===== src/rtl/conv1_pkg.sv =====
// Shared conv1 geometry, FSM state encoding and the unsigned max helper
// used by the conv1 pool reader slice.
package conv1_pkg;

    localparam int CONV1_PIX       = 24;
    localparam int CONV1_W         = 8;
    localparam int CONV1_CH        = 4;
    localparam int CONV1_ROWS      = 24;
    localparam int CONV1_HALF      = CONV1_PIX / 2;
    localparam int CONV1_ROW_BITS  = CONV1_PIX * CONV1_W;
    localparam int CONV1_OCH_BITS  = CONV1_HALF * CONV1_W;
    localparam int CONV1_OUT_BITS  = CONV1_CH * CONV1_OCH_BITS;
    localparam int CONV1_CNT_BITS  = 5;
    localparam int CONV1_OROW_BITS = 4;

    typedef enum logic [1:0] {
        IDLE = 2'd0,
        EVEN = 2'd1,
        ODD  = 2'd2
    } conv1_state_e;

    function automatic logic [CONV1_W-1:0] max_u(input logic [CONV1_W-1:0] a,
                                                 input logic [CONV1_W-1:0] b);
        logic [CONV1_W-1:0] m;
        if (a > b) begin
            m = a;
        end else begin
            m = b;
        end
        return m;
    endfunction

endpackage


===== src/rtl/pool2x2_lane.sv =====
// One 2x2 pooling lane: unsigned maximum of two buffered and two live pixels.
module pool2x2_lane
    import conv1_pkg::*;
(
    input  logic [CONV1_W-1:0] a_i,
    input  logic [CONV1_W-1:0] b_i,
    input  logic [CONV1_W-1:0] c_i,
    input  logic [CONV1_W-1:0] d_i,
    output logic [CONV1_W-1:0] max_o
);

    logic [CONV1_W-1:0] top_s;
    logic [CONV1_W-1:0] bot_s;

    // Reduce each row pair first, then the two partial maxima.
    always_comb begin
        top_s = max_u(a_i, b_i);
        bot_s = max_u(c_i, d_i);
        max_o = max_u(top_s, bot_s);
    end

endmodule


===== src/rtl/conv1_pool_reader.sv =====
// Read-side consumer of the four conv1 SRAMs: buffers even rows, pools each
// odd row against its partner and holds one pooled row for layer 2.
module conv1_pool_reader
    import conv1_pkg::*;
(
    input  logic                        clk,
    input  logic                        rst_n,
    input  logic                        in_valid_i,
    input  logic                        in_sof_i,
    input  logic [CONV1_ROW_BITS-1:0]   in_data_0_i,
    input  logic [CONV1_ROW_BITS-1:0]   in_data_1_i,
    input  logic [CONV1_ROW_BITS-1:0]   in_data_2_i,
    input  logic [CONV1_ROW_BITS-1:0]   in_data_3_i,
    input  logic                        out_ready_i,
    output logic                        out_valid_o,
    output logic [CONV1_OUT_BITS-1:0]   out_data_o,
    output logic [CONV1_OROW_BITS-1:0]  out_row_o,
    output logic                        out_eof_o,
    output logic                        overflow_o
);

    conv1_state_e                state_q;
    logic [CONV1_CNT_BITS-1:0]   row_cnt_q;
    logic [CONV1_CNT_BITS-1:0]   row_cnt_d;
    logic [CONV1_ROW_BITS-1:0]   buf_q [CONV1_CH];
    logic [CONV1_ROW_BITS-1:0]   in_row_s [CONV1_CH];
    logic [CONV1_OUT_BITS-1:0]   pooled_s;
    logic                        out_valid_q;
    logic [CONV1_OUT_BITS-1:0]   out_data_q;
    logic [CONV1_OROW_BITS-1:0]  out_row_q;
    logic [CONV1_OROW_BITS-1:0]  out_row_d;
    logic                        out_eof_q;
    logic                        out_eof_d;
    logic                        overflow_q;
    logic                        load_ok_s;
    logic                        last_row_s;

    assign in_row_s[0] = in_data_0_i;
    assign in_row_s[1] = in_data_1_i;
    assign in_row_s[2] = in_data_2_i;
    assign in_row_s[3] = in_data_3_i;

    for (genvar c = 0; c < CONV1_CH; c++) begin : g_ch
        for (genvar j = 0; j < CONV1_HALF; j++) begin : g_px
            pool2x2_lane u_lane (
                .a_i   (buf_q[c][CONV1_ROW_BITS-1-CONV1_W*(2*j)   -: CONV1_W]),
                .b_i   (buf_q[c][CONV1_ROW_BITS-1-CONV1_W*(2*j+1) -: CONV1_W]),
                .c_i   (in_row_s[c][CONV1_ROW_BITS-1-CONV1_W*(2*j)   -: CONV1_W]),
                .d_i   (in_row_s[c][CONV1_ROW_BITS-1-CONV1_W*(2*j+1) -: CONV1_W]),
                .max_o (pooled_s[(CONV1_CH-c)*CONV1_OCH_BITS-1-CONV1_W*j -: CONV1_W])
            );
        end
    end

    // Next-count, pooled-row index and whether the held word may be replaced.
    always_comb begin
        row_cnt_d  = row_cnt_q + 5'd1;
        out_row_d  = row_cnt_q[CONV1_CNT_BITS-1:1];
        out_eof_d  = (out_row_d == 4'(CONV1_ROWS/2 - 1));
        last_row_s = (row_cnt_d == 5'(CONV1_ROWS));
        load_ok_s  = (!out_valid_q) || out_ready_i;
    end

    // Frame FSM, line buffer and single-entry output register.
    always_ff @(posedge clk or negedge rst_n) begin
        if (!rst_n) begin
            state_q     <= IDLE;
            row_cnt_q   <= 5'd0;
            out_valid_q <= 1'b0;
            out_data_q  <= {CONV1_OUT_BITS{1'b0}};
            out_row_q   <= 4'd0;
            out_eof_q   <= 1'b0;
            overflow_q  <= 1'b0;
            for (int c = 0; c < CONV1_CH; c++) begin
                buf_q[c] <= {CONV1_ROW_BITS{1'b0}};
            end
        end else begin
            if (out_valid_q && out_ready_i) begin
                out_valid_q <= 1'b0;
            end
            if (in_valid_i && in_sof_i) begin
                // Resync: any beat flagged sof becomes row 0, pending output untouched.
                for (int c = 0; c < CONV1_CH; c++) begin
                    buf_q[c] <= in_row_s[c];
                end
                row_cnt_q  <= 5'd1;
                state_q    <= ODD;
                overflow_q <= 1'b0;
            end else if (in_valid_i) begin
                case (state_q)
                    IDLE: begin
                        state_q <= IDLE;
                    end
                    EVEN: begin
                        for (int c = 0; c < CONV1_CH; c++) begin
                            buf_q[c] <= in_row_s[c];
                        end
                        row_cnt_q <= row_cnt_d;
                        state_q   <= ODD;
                    end
                    ODD: begin
                        if (load_ok_s) begin
                            out_valid_q <= 1'b1;
                            out_data_q  <= pooled_s;
                            out_row_q   <= out_row_d;
                            out_eof_q   <= out_eof_d;
                        end else begin
                            overflow_q <= 1'b1;
                        end
                        if (last_row_s) begin
                            row_cnt_q <= 5'd0;
                            state_q   <= IDLE;
                        end else begin
                            row_cnt_q <= row_cnt_d;
                            state_q   <= EVEN;
                        end
                    end
                    default: begin
                        row_cnt_q <= 5'd0;
                        state_q   <= IDLE;
                    end
                endcase
            end
        end
    end

    assign out_valid_o = out_valid_q;
    assign out_data_o  = out_data_q;
    assign out_row_o   = out_row_q;
    assign out_eof_o   = out_eof_q;
    assign overflow_o  = overflow_q;

endmodule


===== config.mk =====
export PLATFORM = sky130hd
export DESIGN_NAME = conv1_pool_reader
export DESIGN_NICKNAME = d
export VERILOG_FILES = /design/src/rtl/conv1_pkg.sv /design/src/rtl/pool2x2_lane.sv /design/src/rtl/conv1_pool_reader.sv
export SDC_FILE = /design/constraint.sdc
export NUM_CORES = 2
export LEC_CHECK = 0
export CORE_AREA = 3 3 447 449
export CTS_BUF_LIST = sky130_fd_sc_hd__clkbuf_4 sky130_fd_sc_hd__clkbuf_8
export DETAILED_ROUTE_END_ITERATION = 12
export DIE_AREA = 0 0 450 452
export PLACE_DENSITY = 0.75
export SLEW_MARGIN = 20
export SYNTH_ARGS = -nofsm -noshare
export SYNTH_HDL_FRONTEND = slang
export SYNTH_SLANG_ARGS = --single-unit

===== constraint.sdc =====
create_clock -name clk -period 8.55 [get_ports clk]
set_clock_uncertainty 0.1 [all_clocks]
set_input_delay 2.1375 -clock clk [delete_from_list [all_inputs] [get_ports clk]]
set_output_delay 2.1375 -clock clk [all_outputs]
set_load 0.05 [all_outputs]

---- Word-level counts from Yosys, hierarchy flattened ----
Cells that the tools add are included.
operators by class
  $add $sub $neg .......................... 1
  bitwise logic cells ..................... 1
  multiplexer cells ....................... 164
  reductions and logical operators ........ 12
  equal/unequal tests ..................... 6
  order comparisons ....................... 144
operators by type and width
  cell                 number
  $mux 768             3
  $gt 8x8->1           144
  $mux 8               144
  $mux 5               3
  $pmux 5 s3           1
  $mux 1               10
  $reduce_bool 2->1    3
  $add 5x1->5 const B  1
  $eq 5x5->1 const B   1
  $eq 4x4->1 const B   1
  $mux 2               2
  $pmux 2 s2           1
  $reduce_and 2->1     2
  $reduce_and 4->1     1
  $reduce_and 3->1     1
  $eq 2x1->1 const B   1
  $eq 2x2->1 const B   1
  $logic_and 1x1->1    2
  $logic_not 2->1      1
  $ne 2x1->1 const B   1
  $ne 2x2->1 const B   1
  $logic_not 1->1      1
  $logic_or 1x1->1     1
  $not 1->1            1
storage, ports and cells
  register bits after elaboration ......... 1166
  output and inout bits ................... 391
  word-level logic and storage cells ...... 339
  input port bits ......................... 773

---- Longest topological paths before layout ----
  depth after elaboration ................. 6
  mapped depth ............................ 19
  gate-level depth less buffers ........... 15

---- By module ----
Synthesis repeated with hierarchy kept, for this count alone.
unflattened totals
  cells, all modules ...................... 7785
  area total of the unflattened synthesis .. 87280.0 µm²
modules (own cells, without submodules)
  module             sequential area each (µm²)  cells each  times used  area each (µm²)
  conv1_pool_reader  29178.0                     2505        1           44759.2
  pool2x2_lane       0.0                         110         48          885.8

---- Least setup slack after synthesis ----
OpenSTA, ideal clock, no wires.
  path type ............................... in2reg
  from .................................... input in_data_0_i[65]
  to ...................................... register out_data_q[326], in the netlist out_data_o[326]
  stages .................................. 17
  arrival ................................. 5.142 ns
  required time ........................... 8.315 ns
  path slack .............................. 3.173 ns
  buffers on the path ..................... 3
  library setup time ...................... 0.135 ns
  cell sequence ........................... inv_1 ha_1 nor2b_1 o211a_1 nor3b_2 or3_1 buf_2 buf_6 a21oi_1 ha_1 nand2_1 o21ai_0 mux2i_1 a21oi_1 clkbuf_1 o221a_1 o31ai_1
between the ends
  longest elaborated chain between the ends .. 4
RTL lines
  what                  RTL line                  text
  start, declared       conv1_pool_reader.sv:10   input logic [CONV1_ROW_BITS-1:0] in_data_0_i,
  $gt 8x8->1            conv1_pkg.sv:25           if (a > b) begin
  $mux 8 (*)            conv1_pkg.sv:25
  $gt 8x8->1            conv1_pkg.sv:25
  $mux 8 (*)            conv1_pkg.sv:25
  end signal, assigned  conv1_pool_reader.sv:70   out_data_q <= {CONV1_OUT_BITS{1'b0}};
  end signal, assigned  conv1_pool_reader.sv:104  out_data_q <= pooled_s;
  end, declared         conv1_pool_reader.sv:29   logic [CONV1_OUT_BITS-1:0] out_data_q;
Every way passes the cells marked *; elsewhere a longest branch is shown, timed or not.
A chain may end at the register's enable or synchronous reset.

---- Worst setup path in the final report ----
  from .................................... input in_data_0_i[65]
  to ...................................... register out_data_q[323], in the netlist out_data_o[323]
The elaborated chain is that of the path after synthesis.

==> out/qor.txt <==
chip height: 452 um
drt pass-1 iters: 6
Final Instance Area: 107000 um^2
relative slew slack: 0.321
Compound-Gate Fraction of Synth Area: 0.225
fin worst setup slack: 2.80 ns
Initial Utilization: 0.445
antenna violations before repair: 148
Max Clock Freq: 174 MHz
measured slew at the worst slew-check pin: 1.02 ns
cell row count: 163
drt initial violations: 6545
post-cts sizing count: 0
Routed Wire Length: 312 mm
# IOs: 1164
H-tree depth: 4
RSZ-0062 raised after global routing: false
syn nets: 11500
sequential cell area fraction in the yosys report: 0.333
share of cells above drive strength 1: 0.0870
worst vdd ir: 0.000282 V
first-pass GRT wire length: 476 mm
post-place instance area: 102000 um^2
Distinct cells, synth: 71
post-CTS setup buffers: 0
die area: 203000 um^2
Clock transition at path regs: 0.06 ns
post-DP HPWL: 248 mm
Syn-to-layout area delta: 22.4%
synth top area cells: dfrtp_1, ha_1, nand2_1
Mean Syn Cell Area: 9.14 um^2
Clock Sinks: 1166
Leak: 0.0499 uW
Worst Path Max Fanout: 14
WL per Instance: 22.8 um
Die X-Extent: 450 um
largest area contributor in the netlist: dfrtp_1
# port buffers: 1163
vias in the first global route: 80900
gr ovfl total: 0
fin nets: 12700
TritonCTS clock tree: done
vias: 81300
post-synthesis mux area share: 0.0975
Pwr Total: 29900 uW
final hold vios: 0
Post-Syn Instances: 9584
Post-synth EDFFs: 0
Post-CTS Hold Buffers: 0
Synth Area in Simple Gates: 0.121
final setup fails: 0
Synth Area in Adders: 0.165
crit share post-route: 0.672
Skew-Pair Late Insertion Delay: 0.99 ns
Core ar.: 197000 um^2
largest net degree at the start of global routing: 161
overall global routing resource usage: 0.296
Post-Syn Area: 87600 um^2
Worst EP required: 9.30 ns
most common cell after layout, fill and taps aside: nand2_1
Setup TNS Final: 0 ns
CTS Buffer Depth: 3
Setup Crit Path Kind: input port to flip-flop
GPL Wtd Cong: 0.993
synth warn: 0
Vias per Instance: 5.94
DRT antenna net count: 0
top_reg_cell synth: dfrtp_1
Crit. End Element: flip-flop
CTS root buf: clkbuf_8
drt drc: 0
Async SR Flop Fraction: 1.00
worst hold path type: flip-flop to flip-flop
fin util: 0.545
WP data arrival: 6.49 ns
PD cells: 279 nW/um^2
pre-CTS setup slack: 1.88 ns
post-synthesis register bit count: 1166
outcome: finished, final reports clean
most frequent cells in the layout: nand2_1, dfrtp_1, clkdlybuf4s50_1
total CTS buffers: 218
Max Slew Vio Count: 0
Synth Area in XOR/XNOR: 0.000300
min Tclk post-route: 5.75 ns
MaxCap Viol Count: 0
largest family of logic cells by synthesized area: compound AO/OA/AOI/OAI gates
crit path launch type: input port
Yosys top cell area share: 0.333
[final cells by class]
type	count	area, um^2
clock buffers	344	4350
clock inverters	59	601
repair buffers	1203	12200
flip-flops and latches	1166	29200
diodes	128	320
fillers	17700	89400
multi-input cells	7075	53300
well taps	2640	3300
inverters	1061	3980
[critical path, cell delays in order]
cell	delay, ns
clkdlybuf4s50_1	0.56
inv_1	0.09
ha_1	0.31
nor2b_1	0.14
o211a_1	0.23
nor3b_2	0.42
or3_1	0.54
mux2i_1	0.22
ha_1	0.34
a21oi_1	0.06
o21ai_0	0.31
mux2i_1	0.15
a21oi_2	0.58
o221a_1	0.31
o31ai_1	0.07
[worst paths after layout]
| kind | from | cells past startpoint | endpoint | slack (ns) |
|---|---|---|---|---|
| setup / recovery | in_data_0_i[65] | 15 | out_data_o[323] | 2.80 |
| hold / removal | out_eof_o | 2 | out_eof_o | 0.37 |
| setup reg to reg | buf_q[647] | 13 | out_data_o[323] | 4.22 |
| hold reg to reg | out_eof_o | 2 | out_eof_o | 0.37 |
| max in group asynchronous | rst_n | 2 | buf_q[306] | 5.65 |
| min in group asynchronous | rst_n | 1 | buf_q[171] | 1.08 |
[cells by family (layout without fill, tap and decap cells)]
kind of cell    Yosys count  in the layout
compound gates         2844           2844
simple gates           2264           2264
buf+inv                1343           2667
flops                  1166           1166
fa+ha+maj              1156           1156
mux                     808            808
xor+xnor                  3              3
other cells               0            128
[flip-flops by register name, summed over array words and instances, names as in the netlist]
name         flops
out_valid_o      1
buf_q          768
state_q          2
overflow_o       1
out_row_o        4
out_data_o     384
out_eof_o        1
row_cnt_q        5
[cells in the mapped netlist, drive strengths merged (68+ instances only)]
library cell     n
mux2i          447
inv           1061
nand2         1208
nor2           231
or2            107
nor3            79
buf             82
o21a           189
a21oi          460
mux2           361
dfrtp         1166
o211ai         379
ha            1156
o21ai          725
a211oi          94
a2bb2oi         68
nor2b           99
o32ai          136
and3            84
clkbuf         200
a21o            91
o221ai         274
nand4          224
[through the flow]
stage / hold slack (ns) / cells
2_1_floorplan: 0.350 / 9584
3_3_place_gp: 0.355 / 13100
3_5_place_dp: 0.367 / 13100
4_1_cts: 0.381 / 13500
5_1_grt: 0.404 / 13700
6_report: 0.373 / 13700
[routing by layer]
metal / up-vias / GRT usage / share of wire
li1: 38000 / - / -
met1: 39400 / 0.349 / 0.39
met2: 2989 / 0.478 / 0.47
met3: 926 / 0.0646 / 0.069
met4: 20 / 0.212 / 0.073
met5: - / 0 / 0.00049
[report_power, final]
group	internal, uW	switching [uW]
clock	3520	2640
sequential	6970	1360
combinational	5770	9660
total	16300	13700
Power figures use the tool's default switching activity.
